<file path="config.mk">
export PLATFORM = sky130hd
export DESIGN_NAME = countdown_timer
export DESIGN_NICKNAME = d
export VERILOG_FILES = /design/src/rtl/countdown_timer_pkg.sv /design/src/rtl/countdown_timer.sv
export SDC_FILE = /design/constraint.sdc
export NUM_CORES = 1
export LEC_CHECK = 0
export ABC_AREA = 1
export CAP_MARGIN = 0
export CORE_AREA = 4 4 41 43
export DETAILED_ROUTE_END_ITERATION = 10
export DIE_AREA = 0 0 45 47
export PLACE_DENSITY = 0.67
export SLEW_MARGIN = 30
export SYNTH_ARGS = -nofsm -noshare
export SYNTH_HDL_FRONTEND = slang
export SYNTH_SLANG_ARGS = --single-unit
</file>
<file path="constraint.sdc">
create_clock -name CLOCK -period 1.33 [get_ports CLOCK]
set_input_delay 0.1995 -clock CLOCK [delete_from_list [all_inputs] [get_ports CLOCK]]
set_output_delay 0.1995 -clock CLOCK [all_outputs]
set_load 0.05 [all_outputs]
</file>
<file path="src/rtl/countdown_timer_pkg.sv">
`default_nettype none
// ============================================================================
//  Module      : countdown_timer_pkg
//  Description : Shared constants for the countdown timer. These are the FSM
//                state codes and the default counter width. The up-counter
//                used for layer/neuron sequencing uses the same width.
//  Revision    : 1.0 - initial release
// ============================================================================
package countdown_timer_pkg;

   // Default counter width, shared with the sequencing up-counter
   localparam int c_DEFAULT_WIDTH = 5;

   // FSM state encoding
   localparam logic [0:0] c_STATE_IDLE = 1'b0;
   localparam logic [0:0] c_STATE_RUN  = 1'b1;

endpackage : countdown_timer_pkg
`default_nettype wire

</file>
<file path="src/rtl/countdown_timer.sv">
`default_nettype none
// ============================================================================
//  Module      : countdown_timer
//  Description : Loadable down-counter with a start/done handshake.
//
//                A controller pulses start with a cycle budget on load.
//                The counter then spends exactly load+1 enabled RUN cycles
//                before it signals terminal count. At terminal count, done
//                pulses for one cycle.
//
//                Optional build macro COUNTDOWN_AUTORELOAD_EN:
//                  - When defined, terminal count reloads the latched budget
//                    and the counter stays in RUN. This gives a periodic done
//                    pulse until the count is aborted.
//                  - When undefined, the counter is one-shot and returns to
//                    IDLE at terminal count.
//
//  Ports       : CLOCK   in   system clock, rising edge
//                resetn  in   asynchronous active-low reset
//                start   in   begin a count (sampled only in IDLE)
//                load    in   count budget, latched when start is accepted
//                en      in   count enable (effective only in RUN)
//                abort   in   cancel an active count (no done pulse)
//                out     out  remaining count (registered)
//                busy    out  high while in RUN (registered)
//                done    out  one-cycle terminal-count pulse (registered)
//  Revision    : 1.0 - initial release
// ============================================================================
module countdown_timer
   import countdown_timer_pkg::*;
#(
   parameter int WIDTH = c_DEFAULT_WIDTH
) (
   input  logic             CLOCK,
   input  logic             resetn,
   input  logic             start,
   input  logic [WIDTH-1:0] load,
   input  logic             en,
   input  logic             abort,
   output logic [WIDTH-1:0] out,
   output logic             busy,
   output logic             done
);

   localparam logic [WIDTH-1:0] c_ZERO = '0;
   localparam logic [WIDTH-1:0] c_ONE  = {{(WIDTH-1){1'b0}}, 1'b1};

   logic [0:0]       r_state;
   logic [WIDTH-1:0] r_count;
   logic             r_busy;
   logic             r_done;
`ifdef COUNTDOWN_AUTORELOAD_EN
   logic [WIDTH-1:0] r_latched_load;
`endif

   always_ff @(posedge CLOCK or negedge resetn) begin
      if (!resetn) begin
         r_state        <= c_STATE_IDLE;
         r_count        <= c_ZERO;
         r_busy         <= 1'b0;
         r_done         <= 1'b0;
`ifdef COUNTDOWN_AUTORELOAD_EN
         r_latched_load <= c_ZERO;
`endif
      end else begin
         // done is a pulse. Only the terminal-count branch sets it.
         r_done <= 1'b0;
         case (r_state)
            c_STATE_IDLE: begin
               if (start) begin
                  r_count        <= load;
`ifdef COUNTDOWN_AUTORELOAD_EN
                  r_latched_load <= load;
`endif
                  r_busy         <= 1'b1;
                  r_state        <= c_STATE_RUN;
               end
            end
            c_STATE_RUN: begin
               // abort is checked first so that it outranks terminal count
               // and never produces a done pulse.
               if (abort) begin
                  r_count <= c_ZERO;
                  r_busy  <= 1'b0;
                  r_state <= c_STATE_IDLE;
               end else if (en) begin
                  if (r_count == c_ZERO) begin
                     // The terminal step is the enabled cycle spent at
                     // zero. This gives the load+1 period.
                     r_done <= 1'b1;
`ifdef COUNTDOWN_AUTORELOAD_EN
                     r_count <= r_latched_load;
`else
                     r_busy  <= 1'b0;
                     r_state <= c_STATE_IDLE;
`endif
                  end else begin
                     r_count <= r_count - c_ONE;
                  end
               end
            end
            default: begin
               r_state <= c_STATE_IDLE;
               r_busy  <= 1'b0;
            end
         endcase
      end
   end

   assign out  = r_count;
   assign busy = r_busy;
   assign done = r_done;

endmodule : countdown_timer
`default_nettype wire

</file>
==> summary.txt, run 1 <==
Status: finished, final reports clean
CTS Root Cell: clkbuf_4
VDD IR max: 1217 uV
WS Path Type: reg2reg
Final Wtd Congestion: 0.8217
Measured slew at the worst slew-check pin: 0.3851 ns
FILL cells: 127
Post-synthesis cell count: 67
CTS Hold Bufs: 0
Die Height: 47 um
Final nets: 99
GRT Util Overall: 12.09%
Area growth, synth to finish: 58.57%
First-pass GRT wire length: 1.794 mm
Arrival time worst endpoint: 1.43 ns
DRT antenna net count: 0
Overflow after GRT: 0
CP Capture Type: flop
Ratio of cells with drive above 1 in the final layout: 25.58%
Synth warn: 0
Iter 0 DRT Violations: 13
Multi-input logic area: 271.5 um^2
Row count: 13
Leakage: 0.3843 nW
FF+latch count, synth: 8
Sequential Area: 202.7 um^2
Max transition margin: 74.24%
Syn Area/Cell: 7.302 um^2
Dpl ws: 0.01145 ns
RSZ-0062 raised after global routing: false
Register area share after synthesis: 40.92%
Post-CTS Setup Bufs: 0
DIE WIDTH: 45 um
Clk sinks: 8
WHS: 0.2287 ns
CTS tree: done
Pin count of the biggest net entering global routing: 9
Max Cap Viol: 0
Vias/cell: 4.614
Buffers on Ports: 16
IO Pins: 17
Critical Path RT: 1.53 ns
Total Neg Setup Slack: 0 ns
Final-report setup violation count: 0
Synth Net Count: 78
Antenna violations before repair: 0
Clock skew: 0.005816 ns
Number of diodes: 0
Worst setup margin: 0.09886 ns
Min-delay worst type: in2async
Detailed Route WL: 1.105 mm
DP HPWL: 852 um
Reg2Reg Setup Slack: 0.1 ns
DR WL/cell: 10.94 um
Library cells used by synthesis: 16
Final Max Tran Viols: 0
Drc violations: 0
Largest fanout on the critical path: 5
H-Tree Level Count: 1
Hold Vio Cnt, Final: 0
Core area: 1301 um^2
Starting density of the core: 37.60%
Core Util, Final: 59.62%
Total CTS buffers: 3
PwrDens: 2332 nW/um^2
Vias in the first global route: 387
Clk Latency, worst-skew pair: 0.26 ns
CP Launch Type: flop
F_max: 812.3 MHz
Total power draw: 0.001809 W
Vias: 466
CTS resizes: 0
Clk buf depth: 2
Total die area: 2115 um^2
Post-route clock period utilization: 92.57%
Clk slew on worst S/H paths: 0.06 ns
Min cycle time layout: 1.231 ns
Post-Syn Area: 489.2 um^2
Drt first pass iters: 5
[cell type report]
type / count / area share, %
tap: 15 / 2.419
inverter: 8 / 3.871
timing repair buffer: 16 / 29.68
clock buffer: 3 / 2.903
multi-input combinational: 51 / 35.00
sequential: 8 / 26.13
[where the power goes]
group / internal, W / switching [W]
Combinational: 0.000519 / 0.000616
Sequential: 0.000337 / 0.000149
Clock: 0.000103 / 0.0000855
[placed cells by master, fill, tap and decap left out]
cell type,netlist,routed
a21oi_1,1,1
buf_12,0,7
clkbuf_4,0,3
clkdlybuf4s50_1,0,9
dfrtp_1,8,6
dfrtp_2,0,2
ha_4,0,1
inv_1,6,4
inv_2,2,4
nand2_1,28,28
nand2_2,1,1
nand2_4,2,2
nand3_1,6,6
nand4_1,1,1
nor2_1,3,3
nor2_2,1,1
nor2_8,1,1
o21ai_0,1,1
o21ai_1,4,4
xnor2_1,1,1
[metrics by stage]
stage	instance area (um^2)	std cells
after floorplan	504.2	67
after global placement	753.2	98
after detailed placement	753.2	98
after CTS	775.7	101
after global routing	775.7	101
final	775.7	101
[metal layers]
layer | up-vias | wire (um) | GRT usage, % | part of all wire (%)
li1 | 250 | - | - | -
met1 | 203 | 504 | 15.31 | 46
met2 | 13 | 523 | 18.93 | 47
met3 | 0 | 77 | 6.130 | 7.0
met4 | 0 | 0 | 1.754 | 0
met5 | - | 0 | 0 | 0
[worst max-delay path: stages, from the launching register on]
cell and delay [ns]:
dfrtp_2 0.44, inv_2 0.10, ha_4 0.16, nand3_1 0.10, nand2_2 0.10, nand2_4 0.07, nand2_4 0.08, nand2_1 0.05
nand2_1 0.06
[cell families after synthesis]
family | synth area share [%]
AO/OA/AOI/OAI | 6.136
XOR/XNOR | 1.791
adder cells (fa/ha/maj) | 2.557
AND/OR/NAND/NOR | 42.46
buffers and inverters | 6.138
flip-flops | 40.92
[state kept, by name (all words and copies together), names as in the netlist]
signal and count:
busy 1, done 1, out 5, r_state 1
[cells in the mapped netlist]
cell type	count	area, um^2
nand2_4	2	22.52
nor2_8	1	20.02
ha_1	1	12.51
nor2_2	1	6.260
dfrtp_1	8	200.2
xnor2_1	1	8.760
inv_2	2	7.510
a21oi_1	1	5.000
o21ai_0	1	5.000
nand2_2	1	6.260
inv_1	6	22.52
o21ai_1	4	20.02
nand4_1	1	6.260
nor2_1	3	11.26
nand3_1	6	30.03
nand2_1	28	105.1
[final timing paths]
path / startpoint / to / cells past startpoint
setup / recovery: out[0] / out[2] / 8
hold / removal: resetn / out[2] / 1
setup reg to reg: out[0] / out[2] / 8
hold reg to reg: r_state / busy / 1
max in group asynchronous: resetn / out[0] / 1
min in group CLOCK: r_state / busy / 1
(Power assumes the default switching activity.)
==> run 2: changes to the inputs <==
--- a/config.mk
+++ b/config.mk
@@ -10,6 +10,7 @@
 export CORE_AREA = 4 4 41 43
 export DETAILED_ROUTE_END_ITERATION = 10
 export DIE_AREA = 0 0 45 47
+export MAX_ROUTING_LAYER = met4
 export PLACE_DENSITY = 0.67
 export SLEW_MARGIN = 30
 export SYNTH_ARGS = -nofsm -noshare
==> summary.txt, run 2 (synthesized netlist as in run 1, its figures left out) <==
Leakage: 0.3843 nW (unchanged)
F_max: 812.0 MHz (about the same)
Final Max Tran Viols: 0 (unchanged)
Starting density of the core: 37.60% (unchanged)
Core area: 1301 um^2 (unchanged)
Final-report setup violation count: 0 (unchanged)
Worst path top cell family by delay: simple AND/OR/NAND/NOR gates
RSZ-0062 raised after global routing: false
PwrDens: 2331 nW/um^2 (about the same)
Post-route clock period utilization: 92.59% (about the same)
CTS Hold Bufs: 0 (unchanged)
Vias in the first global route: 391 (+1.0%)
Vias/cell: 4.604 (-0.21%)
Die Height: 47 um (unchanged)
Iter 0 DRT Violations: 13 (unchanged)
Slowest-stage cell, CP: dfrtp_2
WHS: 0.2285 ns (-0.0001640 ns)
Max Cap Viol: 0 (unchanged)
Post-CTS Setup Bufs: 0 (unchanged)
Min-delay worst type: in2async
Clk sinks: 8 (unchanged)
Commonest non-fill, non-tap cell in the layout: nand2_1
Total Neg Setup Slack: 0 ns (unchanged)
Number of diodes: 0 (unchanged)
Most frequent cells in the layout: nand2_1 (28), clkdlybuf4s50_1 (9), buf_12 (7), nand3_1 (6), dfrtp_1 (6)
Total power draw: 0.001808 W (about the same)
Final nets: 99 (unchanged)
GRT Util Overall: 12.41% (+0.32 points)
Pin count of the biggest net entering global routing: 9 (unchanged)
IO Pins: 17 (unchanged)
CP Capture Type: flop
Total die area: 2115 um^2 (unchanged)
H-Tree Level Count: 1 (unchanged)
Hold Vio Cnt, Final: 0 (unchanged)
Clock skew: 0.005768 ns (-0.00004805 ns)
Ratio of cells with drive above 1 in the final layout: 25.58% (unchanged)
CP Launch Type: flop
DIE WIDTH: 45 um (unchanged)
Vias: 465 (-0.21%)
Measured slew at the worst slew-check pin: 0.3853 ns (+0.0001304 ns)
Row count: 13 (unchanged)
Crit path cell chain: inv_2, ha_4, nand3_1, nand2_2, nand2_4, nand2_4, nand2_1, nand2_1
Critical Path RT: 1.53 ns (about the same)
DP HPWL: 852 um (unchanged)
CTS Root Cell: clkbuf_4
Drc violations: 0 (unchanged)
Final Wtd Congestion: 0.8341 (+1.5%)
First-pass GRT wire length: 1.780 mm (-0.78%)
Total CTS buffers: 3 (unchanged)
Detailed Route WL: 1.102 mm (-0.27%)
Overflow after GRT: 0 (unchanged)
Area growth, synth to finish: 58.57% (unchanged)
DR WL/cell: 10.91 um (-0.27%)
Drt first pass iters: 4 (-1)
Worst path max stage delay: 0.44 ns (about the same)
Status: finished, final reports clean
Antenna violations before repair: 0 (unchanged)
Min cycle time layout: 1.231 ns (+0.0003273 ns)
Buffers on Ports: 16 (unchanged)
Worst setup margin: 0.09854 ns (-0.0003273 ns)
Largest register FFs: 5 (unchanged)
Worst path buffer plus inverter count: 1 (unchanged)
Max transition margin: 74.24% (about the same)
Arrival time worst endpoint: 1.43 ns (about the same)
Clk slew on worst S/H paths: 0.06 ns (about the same)
WS Path Type: reg2reg
Core Util, Final: 59.62% (unchanged)
DRT antenna net count: 0 (unchanged)
Dpl ws: 0.01145 ns (unchanged)
Clk buf depth: 2 (unchanged)
VDD IR max: 1216 uV (about the same)
Clk Latency, worst-skew pair: 0.26 ns (about the same)
Largest fanout on the critical path: 5 (unchanged)
CTS tree: done
CTS resizes: 0 (unchanged)
-- run 2: cell counts in the layout (fill, tap and decap cells not counted) --
Identical to the previous run, type by type.
-- run 2: final timing paths --
| check | depth (start not counted) | slack, ns | endpoint | start |
|---|---|---|---|---|
| min in group CLOCK | 1 | 0.53 | busy | r_state |
| worst max register to register | 8 | 0.1 | out[2] | out[0] |
| worst min-delay path | 1 | 0.23 | out[2] | resetn |
| worst min register to register | 1 | 0.53 | busy | r_state |
| max in group asynchronous | 1 | 0.80 | out[0] | resetn |
| worst max-delay path | 8 | 0.1 | out[2] | out[0] |
-- run 2: cell type report --
class	count	area [um^2]
inverter	8	30.03
multi-input combinational	51	271.5
tap	15	18.77
fill	127	525.5
timing repair buffer	16	230.2
clock buffer	3	22.52
sequential	8	202.7
-- run 2: stage by stage --
step	cells	cell area, um^2
CTS	101	775.7
detailed placement	98	753.2
global route	101	775.7
global placement	98	753.2
finish	101	775.7
floorplan	67	504.2
-- run 2: worst register-to-register path, cell delays in order, from the launching register on --
cell	delay, ns
dfrtp_2	0.44
inv_2	0.10
ha_4	0.16
nand3_1	0.10
nand2_2	0.10
nand2_4	0.07
nand2_4	0.08
nand2_1	0.05
nand2_1	0.06
-- run 2: metal layers --
layer	track usage, %	wire, um	vias up	share of wire [%]
li1	-	-	250	-
met1	15.31	504	202	46
met2	18.93	522	13	47
met3	5.747	75	0	6.8
met4	1.754	0	0	0
met5	-	0	-	0
-- run 2: power by group --
group | switching [W] | internal, W
combinational | 0.000615 | 0.000519
sequential | 0.000149 | 0.000337
clock | 0.0000857 | 0.000103
total | 0.000849 | 0.000959
==> run 3: changes to the inputs <==
--- a/config.mk
+++ b/config.mk
@@ -12,6 +12,7 @@
 export DIE_AREA = 0 0 45 47
 export MAX_ROUTING_LAYER = met4
 export PLACE_DENSITY = 0.67
+export SETUP_SLACK_MARGIN = 0.05
 export SLEW_MARGIN = 30
 export SYNTH_ARGS = -nofsm -noshare
 export SYNTH_HDL_FRONTEND = slang
==> summary.txt, run 3 (synthesized netlist as in run 1, its figures left out) <==
Status: finished, final reports clean
Total die area: 2115 um^2 (unchanged)
Largest fanout on the critical path: 4 (-1)
Hold Vio Cnt, Final: 0 (unchanged)
H-Tree Level Count: 1 (unchanged)
Final Max Tran Viols: 0 (unchanged)
R2R Path Start: out[0]
CP Capture Type: flop
Measured slew at the worst slew-check pin: 0.3966 ns (+0.01132 ns)
Vias/cell: 4.887 (+6.1%)
Clock skew: 0.01589 ns (+0.01012 ns)
Drc violations: 0 (unchanged)
Min-delay worst type: in2async
PwrDens: 2362 nW/um^2 (+1.3%)
Vias in the first global route: 470 (+20%)
Starting density of the core: 37.60% (unchanged)
Worst path max stage delay: 0.43 ns (about the same)
Ratio of cells with drive above 1 in the final layout: 31.87% (+6.3 points)
Worst path top cell family by delay: flip-flops
Pin count of the biggest net entering global routing: 9 (unchanged)
Clk sinks: 8 (unchanged)
DR WL/cell: 11.34 um (+3.9%)
Core Util, Final: 62.98% (+3.4 points)
Area growth, synth to finish: 67.52%
Clk buf depth: 2 (unchanged)
Commonest non-fill, non-tap cell in the layout: nand2_1
Max transition margin: 73.48% (-0.76 points)
Buffers on Ports: 16 (unchanged)
Slowest-stage cell, CP: dfrtp_2
Final nets: 103 (+4.0%)
Vias: 518 (+11%)
DP HPWL: 914.9 um (+7.4%)
IO Pins: 17 (unchanged)
VDD IR max: 1180 uV (-2.9%)
Clk slew on worst S/H paths: 0.06 ns (about the same)
F_max: 822.5 MHz (+1.3%)
Total CTS buffers: 3 (unchanged)
CTS Root Cell: clkbuf_4
Crit path cell chain: inv_2, ha_4, nand4_1, nand2_1, nand2_1, nand2_1, o21ai_2
Die Height: 47 um (unchanged)
Arrival time worst endpoint: 1.35 ns (-0.08 ns)
Final Wtd Congestion: 0.7855 (-5.8%)
Reg2Reg Setup Slack: 0.11 ns (+0.02 ns)
CTS tree: done
Drt first pass iters: 4 (unchanged)
RSZ-0062 raised after global routing: true
Most frequent cells in the layout: nand2_1 (28), clkdlybuf4s50_1 (9), buf_12 (7), nand3_1 (5), dfrtp_1 (5)
Iter 0 DRT Violations: 6 (-7)
Detailed Route WL: 1.202 mm (+9.1%)
Max Cap Viol: 0 (unchanged)
Worst path buffer plus inverter count: 1 (unchanged)
DRT antenna net count: 0 (unchanged)
WS Path Type: reg2reg
Total Neg Setup Slack: 0 ns (unchanged)
Post-route clock period utilization: 91.41% (-1.2 points)
DIE WIDTH: 45 um (unchanged)
Final-report setup violation count: 0 (unchanged)
Clk Latency, worst-skew pair: 0.26 ns (about the same)
RR Endpoint: busy
First-pass GRT wire length: 1.952 mm (+9.7%)
Critical Path RT: 1.46 ns (-0.07 ns)
Min cycle time layout: 1.216 ns (-0.01568 ns)
R2R cell count: 7 (-1)
CTS Hold Bufs: 0 (unchanged)
Leakage: 0.4060 nW (+5.7%)
Row count: 13 (unchanged)
FILL cells: 112 (-12%)
Overflow after GRT: 0 (unchanged)
Number of diodes: 0 (unchanged)
Largest register FFs: 5 (unchanged)
GRT Util Overall: 13.84% (+1.4 points)
Cell mode on critical path: nand2_1
Antenna violations before repair: 0 (unchanged)
Core area: 1301 um^2 (unchanged)
CP Launch Type: flop
[run 3: cell types whose count changed in the layout (fill, tap and decap cells not counted), sizes merged]
| cell | previous run | this run |
|---|---|---|
| buf | 7 | 11 |
| clkbuf | 3 | 4 |
[run 3: routing by layer]
metal | wire, um | up-vias | GRT usage (%)
li1 | - | 259 | -
met1 | 511 | 242 | 15.42
met2 | 603 | 15 | 22.88
met3 | 82 | 2 | 6.897
met4 | 6 | 0 | 1.754
met5 | 0 | - | -
[run 3: worst max-delay path by stage]
stage | to | from | cells after the start | slack, ns
finish | busy | out[0] | 7 | 0.11
global route | busy | out[0] | 7 | 0.03
CTS | busy | out[0] | 7 | 0.09
detailed placement | out[0] | abort | 6 | 0.03
global placement | out[0] | abort | 6 | 0.04
floorplan | out[3] | out[0] | 8 | 0.04
[run 3: cell type report]
class	instances	area [um^2]	share of cell area, %
tap	15	18.77	2.290
timing repair buffer	20	260.3	31.76
sequential	8	203.9	24.89
multi-input combinational	51	280.3	34.20
clock buffer	4	26.28	3.206
inverter	8	30.03	3.664
[run 3: power breakdown]
part | leakage [nW] | internal [W] | switching [W]
sequential | 0.0971 | 0.000340 | 0.000136
combinational | 0.294 | 0.000588 | 0.000668
clock | 0.0150 | 0.000115 | 0.0000899
[run 3: repair_timing]
action                                 4_1_cts  5_1_grt
buffers inserted                             0        4
setup endpoints to repair                    0        5
gates resized for setup                      0        1
endpoints found under the hold margin        0        0
[run 3: metrics by stage]
stage / instances / setup slack [ns] / instance area, um^2 / hold WS [ns] / power, W
3_3_place_gp: 98 / 0.04278 / 759.5 / 0.5100 / 0.001652
4_1_cts: 102 / 0.09135 / 785.8 / 0.2259 / 0.001875
5_1_grt: 106 / 0.03453 / 819.5 / 0.2253 / 0.002063
2_1_floorplan: 67 / 0.04346 / 510.5 / -0.09609 / 0.001147
3_5_place_dp: 98 / 0.02726 / 759.5 / 0.5157 / 0.001654
6_report: 106 / 0.1142 / 819.5 / 0.2241 / 0.001936
